<file path="src/rtl/sram_arbiter2.sv">
// Two-master arbiter in front of a single-port synchronous SRAM (1-cycle read latency).
// Round-robin on ties, per-master lock for atomic sequences, lock timeout against a hung owner.
module sram_arbiter2 #(
    parameter int LEN_ADDR     = 64,
    parameter int LEN_DATA     = 64,
    parameter int LOCK_TIMEOUT = 16
) (
    input  logic                  clk,
    input  logic                  rst,
    input  logic [LEN_ADDR-1:0]   m0_addra,
    input  logic [LEN_DATA-1:0]   m0_dina,
    input  logic                  m0_ena,
    input  logic [LEN_DATA/8-1:0] m0_wea,
    input  logic                  m0_lock,
    output logic                  m0_gnt,
    output logic                  m0_rvalid,
    output logic [LEN_DATA-1:0]   m0_douta,
    input  logic [LEN_ADDR-1:0]   m1_addra,
    input  logic [LEN_DATA-1:0]   m1_dina,
    input  logic                  m1_ena,
    input  logic [LEN_DATA/8-1:0] m1_wea,
    input  logic                  m1_lock,
    output logic                  m1_gnt,
    output logic                  m1_rvalid,
    output logic [LEN_DATA-1:0]   m1_douta,
    output logic [LEN_ADDR-1:0]   s_addra,
    output logic [LEN_DATA-1:0]   s_dina,
    output logic                  s_ena,
    output logic [LEN_DATA/8-1:0] s_wea,
    input  logic [LEN_DATA-1:0]   s_douta,
    output logic                  lock_err
);

    localparam logic [1:0] ST_IDLE  = 2'd0;
    localparam logic [1:0] ST_LOCK0 = 2'd1;
    localparam logic [1:0] ST_LOCK1 = 2'd2;

    localparam int              CNT_W   = (LOCK_TIMEOUT > 0) ? $clog2(LOCK_TIMEOUT + 1) : 1;
    localparam logic [CNT_W-1:0] CNT_MAX = CNT_W'(LOCK_TIMEOUT);
    localparam logic [CNT_W-1:0] CNT_ONE = CNT_W'(1);
    localparam logic             TO_EN   = 1'(LOCK_TIMEOUT > 0);

    logic [1:0]       state_r;
    logic [1:0]       state_nxt_s;
    logic             rr_last_r;
    logic             resp_valid_r;
    logic             resp_owner_r;
    logic [CNT_W-1:0] cnt_r;
    logic [CNT_W-1:0] cnt_nxt_s;
    logic             gnt0_s;
    logic             gnt1_s;
    logic             timeout_s;
    logic             own_lock_s;
    logic             own_gnt_s;

    assign own_lock_s = (state_r == ST_LOCK1) ? m1_lock : m0_lock;
    assign own_gnt_s  = gnt0_s | gnt1_s;

    // Grant selection: rr_last_r=1 means master 1 won last, so master 0 takes the tie
    always_comb begin
        gnt0_s = 1'b0;
        gnt1_s = 1'b0;
        if (rst) begin
            gnt0_s = 1'b0;
            gnt1_s = 1'b0;
        end else begin
            case (state_r)
                ST_IDLE: begin
                    if (m0_ena && m1_ena) begin
                        gnt0_s = rr_last_r;
                        gnt1_s = ~rr_last_r;
                    end else begin
                        gnt0_s = m0_ena;
                        gnt1_s = m1_ena;
                    end
                end
                ST_LOCK0: gnt0_s = m0_ena;
                ST_LOCK1: gnt1_s = m1_ena;
                default: begin
                    gnt0_s = 1'b0;
                    gnt1_s = 1'b0;
                end
            endcase
        end
    end

    // Lock state and idle-owner timeout; a release only affects arbitration from the next cycle
    always_comb begin
        state_nxt_s = state_r;
        cnt_nxt_s   = cnt_r;
        timeout_s   = 1'b0;
        case (state_r)
            ST_IDLE: begin
                cnt_nxt_s = '0;
                if (gnt0_s && m0_lock) begin
                    state_nxt_s = ST_LOCK0;
                end else if (gnt1_s && m1_lock) begin
                    state_nxt_s = ST_LOCK1;
                end else begin
                    state_nxt_s = ST_IDLE;
                end
            end
            ST_LOCK0, ST_LOCK1: begin
                if (own_gnt_s) begin
                    cnt_nxt_s   = '0;
                    state_nxt_s = own_lock_s ? state_r : ST_IDLE;
                end else if (!own_lock_s) begin
                    cnt_nxt_s   = '0;
                    state_nxt_s = ST_IDLE;
                end else if (!TO_EN) begin
                    cnt_nxt_s   = cnt_r;
                    state_nxt_s = state_r;
                end else if (cnt_r == CNT_MAX) begin
                    timeout_s   = 1'b1;
                    cnt_nxt_s   = '0;
                    state_nxt_s = ST_IDLE;
                end else begin
                    cnt_nxt_s   = cnt_r + CNT_ONE;
                    state_nxt_s = state_r;
                end
            end
            default: begin
                cnt_nxt_s   = '0;
                state_nxt_s = ST_IDLE;
            end
        endcase
    end

    // Slave port steering; idle cycles keep master 0 on the address/data lines
    always_comb begin
        s_addra = m0_addra;
        s_dina  = m0_dina;
        s_ena   = 1'b0;
        s_wea   = '0;
        if (gnt1_s) begin
            s_addra = m1_addra;
            s_dina  = m1_dina;
            s_ena   = 1'b1;
            s_wea   = m1_wea;
        end else if (gnt0_s) begin
            s_ena   = 1'b1;
            s_wea   = m0_wea;
        end else begin
            s_ena   = 1'b0;
            s_wea   = '0;
        end
    end

    // State, round-robin pointer, timeout counter and response tag
    always_ff @(posedge clk or posedge rst) begin
        if (rst) begin
            state_r      <= ST_IDLE;
            rr_last_r    <= 1'b1;
            resp_valid_r <= 1'b0;
            resp_owner_r <= 1'b0;
            cnt_r        <= '0;
        end else begin
            state_r      <= state_nxt_s;
            cnt_r        <= cnt_nxt_s;
            resp_valid_r <= own_gnt_s;
            resp_owner_r <= gnt1_s;
            if (own_gnt_s) begin
                rr_last_r <= gnt1_s;
            end
        end
    end

    assign m0_gnt    = gnt0_s;
    assign m1_gnt    = gnt1_s;
    assign m0_rvalid = resp_valid_r & ~resp_owner_r;
    assign m1_rvalid = resp_valid_r & resp_owner_r;
    assign m0_douta  = s_douta;
    assign m1_douta  = s_douta;
    assign lock_err  = timeout_s;

endmodule
</file>
<file path="config.mk">
export PLATFORM = sky130hd
export DESIGN_NAME = sram_arbiter2
export DESIGN_NICKNAME = d
export VERILOG_FILES = /design/src/rtl/sram_arbiter2.sv
export SDC_FILE = /design/constraint.sdc
export NUM_CORES = 1
export LEC_CHECK = 0
export BUFFER_PORTS_ARGS = -buffer_cell sky130_fd_sc_hd__buf_4
export CAP_MARGIN = 20
export CORE_AREA = 2 2 238 240
export DETAILED_ROUTE_END_ITERATION = 12
export DIE_AREA = 0 0 240 242
export PLACE_DENSITY_LB_ADDON = 0.1
export RECOVER_POWER = 50
export SLEW_MARGIN = 5
export SYNTH_ARGS = -nofsm -noshare
export SYNTH_HDL_FRONTEND = slang
export SYNTH_SLANG_ARGS = --single-unit
</file>
<file path="constraint.sdc">
create_clock -name clk -period 1.8 [get_ports clk]
set_input_delay 0 -clock clk [delete_from_list [all_inputs] [get_ports clk]]
set_output_delay 0 -clock clk [all_outputs]
set_load 0.01 [all_outputs]
</file>
# After elaboration in Yosys (flattened, before gate mapping)
# Index checks and enable logic that the tools add are counted.
# totals
out_inout_bits	270
reg_bits	10
inputBits	342
# op_classes
reduce_logical	6
bitwise	5
mux	28
n_eq_ne	5
n_addsub	1
# op_table
cell	count
$mux 64	2
$mux 5	4
$mux 8	2
$mux 2	6
$mux 1	11
$ne 3x3->1 const B	2
$add 5x1->5 const B	1
$eq 5x5->1 const B	1
$pmux 1 s2	2
$pmux 2 s2	1
$logic_and 1x1->1	3
$and 1x1->1	2
$eq 2x1->1 const B	1
$eq 2x2->1 const B	1
$logic_not 2->1	1
$not 1->1	2
$reduce_and 2->1	1
$reduce_or 2->1	1
$or 1x1->1	1

# Depth between registers and ports, before layout
# logic_depth
ltp_word	8
mapped_depth	9
ltp_nobuf	7

# Least setup slack after synthesis
# No wires, ideal clock.
# synth_timing
path_type	flip-flop to flip-flop
from	register state_r[1]
to	register state_r[0]
arrival_time_ns	1.685
required_time_ns	1.680
stages_incl_launch_ff	8
n_path_buf	0
slack_ns	-0.004
synth_period_minus_slack_ns	1.804
path_cell_list	dfrtp_1 > inv_1 > ha_1 > nand2b_1 > o221ai_2 > inv_2 > or3_4 > a31o_1
# synth_between
elab_chain_cells	6
# synth_lines
item	line_no	source
start: declaration	43	logic [1:0] state_r;
start signal: assignment	158	state_r <= state_nxt_s;
$eq 2x1->1 / $logic_not 2->1 (equally long branches)	67	case (state_r)
$pmux 1 s2 (*)	67	
$mux 1 (*)	63	if (rst) begin
named net m0_gnt	15	output logic m0_gnt,
$or 1x1->1 / $logic_and 1x1->1 (equally long branches)	57, 95	
$mux 2, or another cell as far along	104	if (own_gnt_s) begin
$pmux 2 s2 / $reduce_and 2->1 (equally long branches)	-	
# The timed path passes the listed nets; every way through them passes the cells marked *.
# A chain may end at the register's enable or synchronous reset.

# Final worst setup path
# layout_timing
from	register state_r[0]
to	output port s_dina[6]
# layout_between
elab_chain_cells	4
# layout_lines
item	line_no	source
$eq 2x2->1 / $logic_not 2->1 (equally long branches)	67	
$pmux 1 s2 (*)	67	
$mux 1 (*)	63	
$mux 64 (*)	135	if (gnt1_s) begin
end: declaration	27	output logic [LEN_DATA-1:0] s_dina,
# Every way passes the cells marked *; elsewhere a longest branch is shown, timed or not.

==> run metrics <==
CP startpoint state_r[0]; antenna violations before repair 0; final instance area 8570 um^2; #FFs+latches synth 10; drc violations 0; RSZ-0062 raised after global routing true; Post-synth EDFFs 0; H-tree level count 1; worst-path fanout max 8; ys async rst share 100%; Core ar. 55,700 um^2; clk_lat worst skew 0.23 ns; vias per cell 2.85; dpl cell area 6480 um^2; CTS Buffer Depth 2; starting density of the core 5.71%; hold_ws 0.00000489 ns; Synth top area share 45.9%; Synth area leader nand2_1; library cells used by synthesis 28; setup TNS -21.27 ns; syn_nets 956; final count of hold timing violations 0; 1st-pass router iterations 4; P&R area growth vs syn 169%; clock slew seen by the registers of the worst setup and hold paths 0.04 ns; ys flop type dfrtp_1; Hold Crit Class primary input to output pin; Max Fclk 498 MHz; max cap viols 0; layout cells sized above 1 73.0%; vias in the first global route 4,927; post-synthesis instance total 608; Routed WL 25,100 um; critical path class register to output pin; Final setup viols 146; CP endpoint kind output pin; vias after detailed routing 4,828; post-route clock period utilization 112%; Setup WS post-layout -0.208 ns; GR Overflow Total 0; leakage power 4.35 nW; Die Span X 240 um; worst reg-to-reg path cell count 9; Hold Path Cell Cnt 0; synth top area cells nand2_1, buf_4, dfrtp_1; outcome finished with violations; launch point of the worst hold path s_douta[20]; DRT antenna net count 0; layer with the highest usage met2; fin crit period 2.01 ns; CTS tree yes; root buf cell clkbuf_16; Post-DP HPWL 17,000 um; # IOs 612; first-iteration detailed-routing DRC count 120; CP arrival 2.01 ns; IO buf count 419; most frequent cells in the layout buf_4, nand2_1, nand2_2, buf_6, nand2_4; maximum vdd drop 0.339 mV; commonest non-fill, non-tap cell in the layout buf_4; crit path launch type register; Die H 242 um; reg2reg end state_r[1]; Final Slew Violations 0; failing checks negative setup slack; R2R Setup Slk -0.15 ns; mapped cell area 3180 um^2; Hold Path End m1_douta[20]; Nets 1,286; Slew @ Worst Pin 0.502 ns; post-synthesis sequential area ratio 7.90%; GPL Wtd Cong 0.708; yosys warns 0; Post-Syn Area per Cell 5.24 um^2; clock sink count 10; Critical Path RT 1.80 ns; reg2reg start state_r[1]; CTS Buf Count 3; met3 global-route usage 1.81%; met2 usage 15.2%; DR WL/cell 14.8 um; largest net degree at the start of global routing 29; GRT met1 Usage 8.22%; GRT Resource Usage Total 7.73%; pwr/cell area 441 nW/um^2; first-pass GRT wire length 32,700 um; die area 58,100 um^2; num rows 87; Slew headroom 65.7%; Clock Skews 0.00355 ns
## stage by stage
step,cells,util [%],worst slack [ns],power [mW]
6_report,1694,15.4,-0.208,3.78
5_1_grt,1693,15.4,-0.305,4.05
4_1_cts,1690,14.3,-0.227,3.61
3_5_place_dp,1657,11.6,-0.196,2.41
3_3_place_gp,1657,11.6,-0.205,2.44
2_1_floorplan,608,-,0.0101,1.33
## worst max-delay path: stages (launching register included)
cell,delay [ns]
dfrtp_1,0.35
inv_2,0.08
ha_4,0.17
a21boi_4,0.14
o21ai_4,0.24
buf_12,0.17
buf_16,0.16
buf_16,0.17
nand2_2,0.07
nand2_2,0.10
buf_6,0.11
## area by class of cell
type | instances | area, um^2
sequential | 10 | 251
inverter | 9 | 41.3
antenna | 1 | 2.50
tap | 756 | 946
fill | 6467 | 47200
clock buffer | 4 | 78.8
multi-input combinational | 432 | 2690
timing repair buffer | 482 | 4570
## metal layers
layer  routed length [um]  part of all wire [%]
met1                 9380                    37
met4                  452                   1.8
met2                13300                    53
met5                    0                     0
met3                 1930                   7.7
## registers in the layout, indices dropped and copies added, names as in the netlist
signal / count
rr_last_r: 1
resp_valid_r: 1
state_r: 2
cnt_r: 5
resp_owner_r: 1
## worst max-delay path by stage
stage          cells after the start  slack (ns)          to
3_3_place_gp                       8       -0.21    s_wea[0]
3_5_place_dp                       8       -0.20    s_wea[5]
2_1_floorplan                      7        0.01  state_r[0]
6_report                          10       -0.21   s_dina[6]
5_1_grt                           11       -0.30  s_dina[12]
4_1_cts                           11       -0.23  s_dina[36]
## cells by family after synthesis
| kind of cell | Yosys count | share of synthesized area [%] |
|---|---|---|
| AO/OA/AOI/OAI | 14 | 4.01 |
| XOR/XNOR | 3 | 0.826 |
| adder cells (fa/ha/maj) | 6 | 2.36 |
| buffers and inverters | 166 | 35.3 |
| flip-flops | 10 | 7.90 |
| multiplexers | 1 | 0.314 |
| AND/OR/NAND/NOR | 408 | 49.3 |
## report_power, final
part,total (mW),internal [mW],switching [mW]
sequential,0.272,0.250,0.0225
clock,0.399,0.297,0.102
combinational,3.11,1.73,1.38
total,3.78,2.28,1.51
## synthesized netlist by cell type (2+ instances only)
| cell type | number |
|---|---|
| inv_1 | 7 |
| buf_4 | 128 |
| a31o_1 | 2 |
| nand3_1 | 2 |
| nor2b_1 | 4 |
| dfrtp_1 | 9 |
| clkbuf_1 | 9 |
| buf_2 | 17 |
| inv_2 | 2 |
| ha_1 | 6 |
| xor2_1 | 2 |
| nand2_1 | 389 |
| nor2_1 | 7 |
| a22o_1 | 8 |
| buf_1 | 3 |
## timing repair
action,in CTS,in global routing
hold buffers,1,0
pin swaps,86,89
buffers inserted,14,2
hold endpoints to repair,9,0
setup endpoints to repair,140,146
cloned,14,4
resized for setup,239,169
Note: power is estimated with default switching activity, not from simulation.
